File: config.mk
export PLATFORM = sky130hd
export DESIGN_NAME = addsub_serial
export DESIGN_NICKNAME = d
export VERILOG_FILES = /design/src/rtl/addsub_pkg.sv /design/src/rtl/addsub_digit.sv /design/src/rtl/addsub_serial.sv
export SDC_FILE = /design/constraint.sdc
export NUM_CORES = 1
export LEC_CHECK = 0
export CAP_MARGIN = 20
export CELL_PAD_IN_SITES_DETAIL_PLACEMENT = 1
export CELL_PAD_IN_SITES_GLOBAL_PLACEMENT = 2
export CORE_ASPECT_RATIO = 1.75
export CORE_UTILIZATION = 33
export CTS_BUF_LIST = sky130_fd_sc_hd__clkbuf_8
export DETAILED_ROUTE_END_ITERATION = 7
export PLACE_DENSITY = 0.75
export SLEW_MARGIN = 30
export SYNTH_ARGS = -nofsm -noshare
export SYNTH_HDL_FRONTEND = slang
export SYNTH_SLANG_ARGS = --single-unit
File: constraint.sdc
create_clock -name clk -period 2.8 [get_ports clk]
set_input_delay 0.56 -clock clk [delete_from_list [all_inputs] [get_ports clk]]
set_output_delay 0.56 -clock clk [all_outputs]
set_load 0.005 [all_outputs]
File: src/rtl/addsub_pkg.sv
// Shared types and constants for the digit-serial adder/subtractor.
// The saturation bound helper is only referenced when ADDSUB_SATURATE_EN is defined.
package addsub_pkg;

    typedef enum logic [1:0] {
        IDLE = 2'd0,
        RUN  = 2'd1,
        DONE = 2'd2
    } state_t;

    localparam logic MODE_ADD = 1'b0;
    localparam logic MODE_SUB = 1'b1;

    localparam int SAT_MAX_W = 64;

    // Most positive (negative=0) or most negative (negative=1) two's-complement value of a given width.
    function automatic logic [SAT_MAX_W-1:0] sat_bound(input int width, input logic negative);
        logic [SAT_MAX_W-1:0] msb;
        msb = SAT_MAX_W'(1) << (width - 1);
        return negative ? msb : (msb - SAT_MAX_W'(1));
    endfunction

endpackage

File: src/rtl/addsub_digit.sv
// Combinational DIGIT-bit ripple adder slice used once per RUN cycle.
// Also exposes the carry into its top bit so the caller can form signed overflow.
module addsub_digit
    import addsub_pkg::*;
#(
    parameter int DIGIT = 4
) (
    input  logic [DIGIT-1:0] x,
    input  logic [DIGIT-1:0] y,
    input  logic             cin,
    output logic [DIGIT-1:0] s,
    output logic             cout,
    output logic             c_msb_in
);

    logic [DIGIT:0] c;

    always_comb begin
        c    = '0;
        s    = '0;
        c[0] = cin;
        for (int i = 0; i < DIGIT; i++) begin
            s[i]   = x[i] ^ y[i] ^ c[i];
            c[i+1] = (x[i] & y[i]) | (c[i] & (x[i] ^ y[i]));
        end
    end

    assign cout     = c[DIGIT];
    assign c_msb_in = c[DIGIT-1];

endmodule

File: src/rtl/addsub_serial.sv
// Digit-serial two's-complement add/sub: DIGIT bits per cycle, LSB digit first, start/ready/done handshake.
// Optional macro ADDSUB_SATURATE_EN clamps the result on signed overflow. WIDTH must be >=2, <=64 and a multiple of DIGIT.
module addsub_serial
    import addsub_pkg::*;
#(
    parameter int WIDTH = 16,
    parameter int DIGIT = 4
) (
    input  logic             clk,
    input  logic             rst_n,
    input  logic             start,
    input  logic             mode,
    input  logic [WIDTH-1:0] a,
    input  logic [WIDTH-1:0] b,
    output logic             ready,
    output logic             done,
    output logic [WIDTH-1:0] result,
    output logic             carry,
    output logic             overflow
);

    localparam int NDIG  = WIDTH / DIGIT;
    localparam int CNT_W = (NDIG > 1) ? $clog2(NDIG) : 1;

    state_t           state_q;
    logic [WIDTH-1:0] a_q;
    logic [WIDTH-1:0] b_q;
    logic [CNT_W-1:0] count_q;
    logic             cin_q;
    logic             ready_q;
    logic             done_q;
    logic [WIDTH-1:0] result_q;
    logic             carry_q;
    logic             overflow_q;

    logic [DIGIT-1:0] dig_s;
    logic             dig_cout;
    logic             dig_cmsb;
    logic             last_digit;
    logic [WIDTH-1:0] sum_full;
    logic [WIDTH-1:0] result_d;
    logic             overflow_d;

    addsub_digit #(
        .DIGIT (DIGIT)
    ) u_digit (
        .x        (a_q[DIGIT-1:0]),
        .y        (b_q[DIGIT-1:0]),
        .cin      (cin_q),
        .s        (dig_s),
        .cout     (dig_cout),
        .c_msb_in (dig_cmsb)
    );

    assign last_digit = (count_q == CNT_W'(NDIG - 1));
    assign overflow_d = dig_cout ^ dig_cmsb;

    // Only NDIG-1 digits need storing: the final digit goes straight from the adder into result.
    if (NDIG == 1) begin : g_no_acc
        assign sum_full = dig_s;
    end else begin : g_acc
        logic [WIDTH-DIGIT-1:0] acc_q;
        logic [WIDTH-DIGIT-1:0] acc_d;

        assign sum_full = {dig_s, acc_q};

        if (NDIG == 2) begin : g_one_slot
            assign acc_d = dig_s;
        end else begin : g_shift
            assign acc_d = {dig_s, acc_q[WIDTH-DIGIT-1:DIGIT]};
        end

        always_ff @(posedge clk or negedge rst_n) begin
            if (!rst_n) begin
                acc_q <= '0;
            end else if (state_q == RUN) begin
                acc_q <= acc_d;
            end
        end
    end

`ifdef ADDSUB_SATURATE_EN
    localparam logic [WIDTH-1:0] SAT_POS = WIDTH'(sat_bound(WIDTH, 1'b0));
    localparam logic [WIDTH-1:0] SAT_NEG = WIDTH'(sat_bound(WIDTH, 1'b1));

    // On the last digit b_q[DIGIT-1] is the effective B sign; on overflow it matches A's, giving the direction.
    assign result_d = overflow_d ? (b_q[DIGIT-1] ? SAT_NEG : SAT_POS) : sum_full;
`else
    assign result_d = sum_full;
`endif

    always_ff @(posedge clk or negedge rst_n) begin
        if (!rst_n) begin
            state_q    <= IDLE;
            a_q        <= '0;
            b_q        <= '0;
            count_q    <= '0;
            cin_q      <= 1'b0;
            ready_q    <= 1'b1;
            done_q     <= 1'b0;
            result_q   <= '0;
            carry_q    <= 1'b0;
            overflow_q <= 1'b0;
        end else begin
            case (state_q)
                IDLE: begin
                    if (start) begin
                        a_q     <= a;
                        b_q     <= (mode == MODE_SUB) ? ~b : b;
                        cin_q   <= (mode == MODE_SUB);
                        count_q <= '0;
                        ready_q <= 1'b0;
                        state_q <= RUN;
                    end
                end
                RUN: begin
                    a_q     <= a_q >> DIGIT;
                    b_q     <= b_q >> DIGIT;
                    cin_q   <= dig_cout;
                    count_q <= count_q + 1'b1;
                    if (last_digit) begin
                        result_q   <= result_d;
                        carry_q    <= dig_cout;
                        overflow_q <= overflow_d;
                        done_q     <= 1'b1;
                        state_q    <= DONE;
                    end
                end
                DONE: begin
                    done_q  <= 1'b0;
                    ready_q <= 1'b1;
                    state_q <= IDLE;
                end
                default: begin
                    done_q  <= 1'b0;
                    ready_q <= 1'b1;
                    state_q <= IDLE;
                end
            endcase
        end
    end

    assign ready    = ready_q;
    assign done     = done_q;
    assign result   = result_q;
    assign carry    = carry_q;
    assign overflow = overflow_q;

endmodule

==> results.yml <==
synth:
  synth_cells: 283
  synth_enable_flop_cells: 0
  synth_async_sr_flop_share_pct: 100
  synth_seq_area_share_pct: 55.4
  synth_fp_nets: 324
  syn_avg_cell_area_um2: 11.0
  synth.cell_area_um2: 3120
  synth.ff_latch_count: 69
  synth-main-ff-cell: "sky130_fd_sc_hd__dfrtp_1"
  synth-warning-count: 0
  netlist-cell-type-count: 33
setup_path:
  crit_path_start_kind: "flop"
  worstSetupPathType: "flop to flop"
  worstPathArrival_ns: 2.53
  highest_net_fanout_along_the_worst_path: 3
  worst-endpoint-required_ns: 3.06
  worstSetupEndpointType: "flop"
final_layout:
  layout.cells.most_common_list: "68 x sky130_fd_sc_hd__dfrtp_1, 58 x sky130_fd_sc_hd__nand2_1, 54 x sky130_fd_sc_hd__clkdlybuf4s50_1"
  antenna-diode-count: 0
  mostFrequentLayoutCell: "sky130_fd_sc_hd__dfrtp_1"
  layout-drive-gt1-share_pct: 11.9
  final_core_utilization_pct: 43.3
  syn2layout_area_growth_pct: 26.2
  ff_latch_area_um2: 1730
  fin_nets: 380
  multi_input_comb_area_um2: 1250
  n_fill_cell: 1053
detailed_routing:
  route.met3.wl_um: 165
  drcViolationCount: 0
  routed_wirelength_mm: 7.15
  post_drt_via_cell_ratio: 4.84
  via_count: 2248
  routedWlPerCell_um: 15.4
  top_layer_used: "met4"
  detail-route-antenna-nets: 0
  met2_length_mm: 3.87
  drt_iter0_drc: 85
  m1WireLength_mm: 2.95
  detailedRoute.firstPassIterationCount: 4
sta:
  setup_tns_ns: 0
  normalized_max_slew_margin_pct: 52.6
  period_minus_slack_ns: 2.27
  timing.final.setup_violations: 0
  rsz0062_at_grt: "false"
  max_freq_mhz: 441
  finClkSkew_ns: 0.00733
  final.setup.worst_slack_ns: 0.530
  finalHoldViolations: 0
  hold-worst-slack_ns: 0.190
  tightest_slew_ns: 0.711
  drv_slew: 0
  period_share_pct: 81.1
grt:
  globalRouteOverflowTotal: 0
  antenna_found_initial: 0
  number_of_global_route_vias_before_repair: 2423
  grt_pass1_wl_mm: 11.9
  maximum_number_of_pins_on_one_net_before_global_route_repair: 50
  track_usage_pct: 16.4
floorplan:
  die-area_um2: 9860
  chipHeight_um: 131
  coreArea_um2: 9090
  die_width_um: 75.5
  num_io_pins: 56
  placementRows: 46
  initial_utilization_pct: 34.3
clock_tree:
  ctsRootBufferMaster: "sky130_fd_sc_hd__clkbuf_8"
  tritoncts_num_sinks: 69
  cts_post_setup_buffers_inserted: 0
  post_cts_resized: 0
  hold_buffers: 0
  htree_levels: 3
  clk_transition_reported_paths_ns: 0.07
  clk-insertion-delay-late_ns: 0.34
  tritoncts: "done"
  tritoncts_buffers: 9
  clockBufferDepth: 2
pwr:
  power_leakage_nw: 1.75
  sw_frac_of_total_pct: 35.6
  p_comb_share_pct: 38.6
  switching_power_mw: 1.39
  clock_network_power_share_pct: 16.7
  post-layout-total-power_mw: 3.91
  cellPowerDensity_nw_per_um2: 994
  worst_ir_drop_vdd_v: 0.000364
  power.share.sequential_pct: 44.7
  intPower_mw: 2.52
hold_path:
  hold_path.class: "primary input to asynchronous set/reset pin"
placed_design:
  numPortBuffers: 55
  globalplace.congestion: 0.734
  pre_cts_ws_ns: 0.507
  hpwlAfterDp_mm: 5.13
flow_run:
  timing.max_cap.violations: 0
status:
  run_status: "complete, no violations"
-- path summary, 6_finish.rpt --
check | startpoint | end | slack, ns | depth (start not counted)
setup / recovery | a_q[0] | result[15] | 0.53 | 8
hold / removal | rst_n | g_acc.acc_q[3] | 0.19 | 1
setup reg to reg | a_q[0] | result[15] | 0.53 | 8
hold reg to reg | g_acc.acc_q[0] | g_acc.acc_q[0] | 0.48 | 2
max in group asynchronous | rst_n | g_acc.acc_q[4] | 1.97 | 2
min in group clk | g_acc.acc_q[0] | g_acc.acc_q[0] | 0.48 | 2
-- synth_stat cells (4+ instances only) --
library cell / n / area share [%]
sky130_fd_sc_hd__clkbuf_1: 4 / 0.48
sky130_fd_sc_hd__mux2_2: 14 / 5.1
sky130_fd_sc_hd__fa_1: 4 / 2.6
sky130_fd_sc_hd__a21oi_1: 6 / 0.96
sky130_fd_sc_hd__a22oi_1: 20 / 4.8
sky130_fd_sc_hd__a22o_1: 4 / 1.1
sky130_fd_sc_hd__nand2_1: 58 / 7.0
sky130_fd_sc_hd__xnor2_1: 13 / 3.7
sky130_fd_sc_hd__buf_4: 6 / 1.4
sky130_fd_sc_hd__buf_2: 7 / 1.1
sky130_fd_sc_hd__nor2b_1: 8 / 1.6
sky130_fd_sc_hd__inv_1: 10 / 1.2
sky130_fd_sc_hd__o211ai_1: 8 / 1.9
sky130_fd_sc_hd__xor2_1: 4 / 1.1
sky130_fd_sc_hd__nor2_1: 4 / 0.48
sky130_fd_sc_hd__dfrtp_1: 68 / 55
sky130_fd_sc_hd__o21ai_0: 24 / 3.9
-- cell families (layout without fill, tap and decap cells) --
group	count (synthesis)	in the layout	synth area share, %
adders and majority gates	5	5	2.97
AOI/OAI and AO/OA	73	73	16.2
muxes	14	14	5.05
xor gates and xnor gates	17	17	4.77
and+or+nand+nor	77	77	11.0
buffers and inverters	28	89	4.61
DFF	69	69	55.4
-- power by group through the flow --
stage	combinational, mW	sequential (mW)	clock [mW]
final	1.51	1.75	0.652
after global routing	1.73	1.81	0.712
after CTS	1.56	1.76	0.669
after detailed placement	1.56	1.78	0
after global placement	1.50	1.76	0
after floorplan	0.996	1.67	0
-- routing by layer --
layer | track usage, % | vias to the layer above
met2 | 29.5 | 41
met3 | 2.30 | 10
met4 | 8.93 | 0
li1 | - | 1077
met5 | 0 | -
met1 | 18.1 | 1120
-- layout make-up --
type,count,share of cell area [%]
clock buffer,9,3.15
clock inverter,7,0.731
inverter,10,0.954
multi-input combinational,186,31.8
sequential,69,43.9
tap,120,3.81
timing repair buffer,63,15.7
-- sequential cells by signal (all words and copies together), names as in the netlist --
register	flops
a_q	16
b_q	16
result	16
g_acc.acc_q	12
count_q	2
state_q	2
carry	1
cin_q	1
done	1
overflow	1
ready	1
-- worst max-delay path, stage by stage (launching register included) --
cell	delay, ns
sky130_fd_sc_hd__dfrtp_1	0.41
sky130_fd_sc_hd__fa_1	0.42
sky130_fd_sc_hd__inv_1	0.07
sky130_fd_sc_hd__fa_1	0.16
sky130_fd_sc_hd__inv_1	0.05
sky130_fd_sc_hd__fa_1	0.39
sky130_fd_sc_hd__inv_1	0.10
sky130_fd_sc_hd__fa_1	0.43
sky130_fd_sc_hd__o21ai_0	0.17
-- through the flow --
step	cells	area, um^2
after floorplan	283	3120
after global placement	448	3780
after detailed placement	448	3780
after CTS	464	3940
after global routing	464	3940
final	464	3940
(Power assumes the default switching activity.)
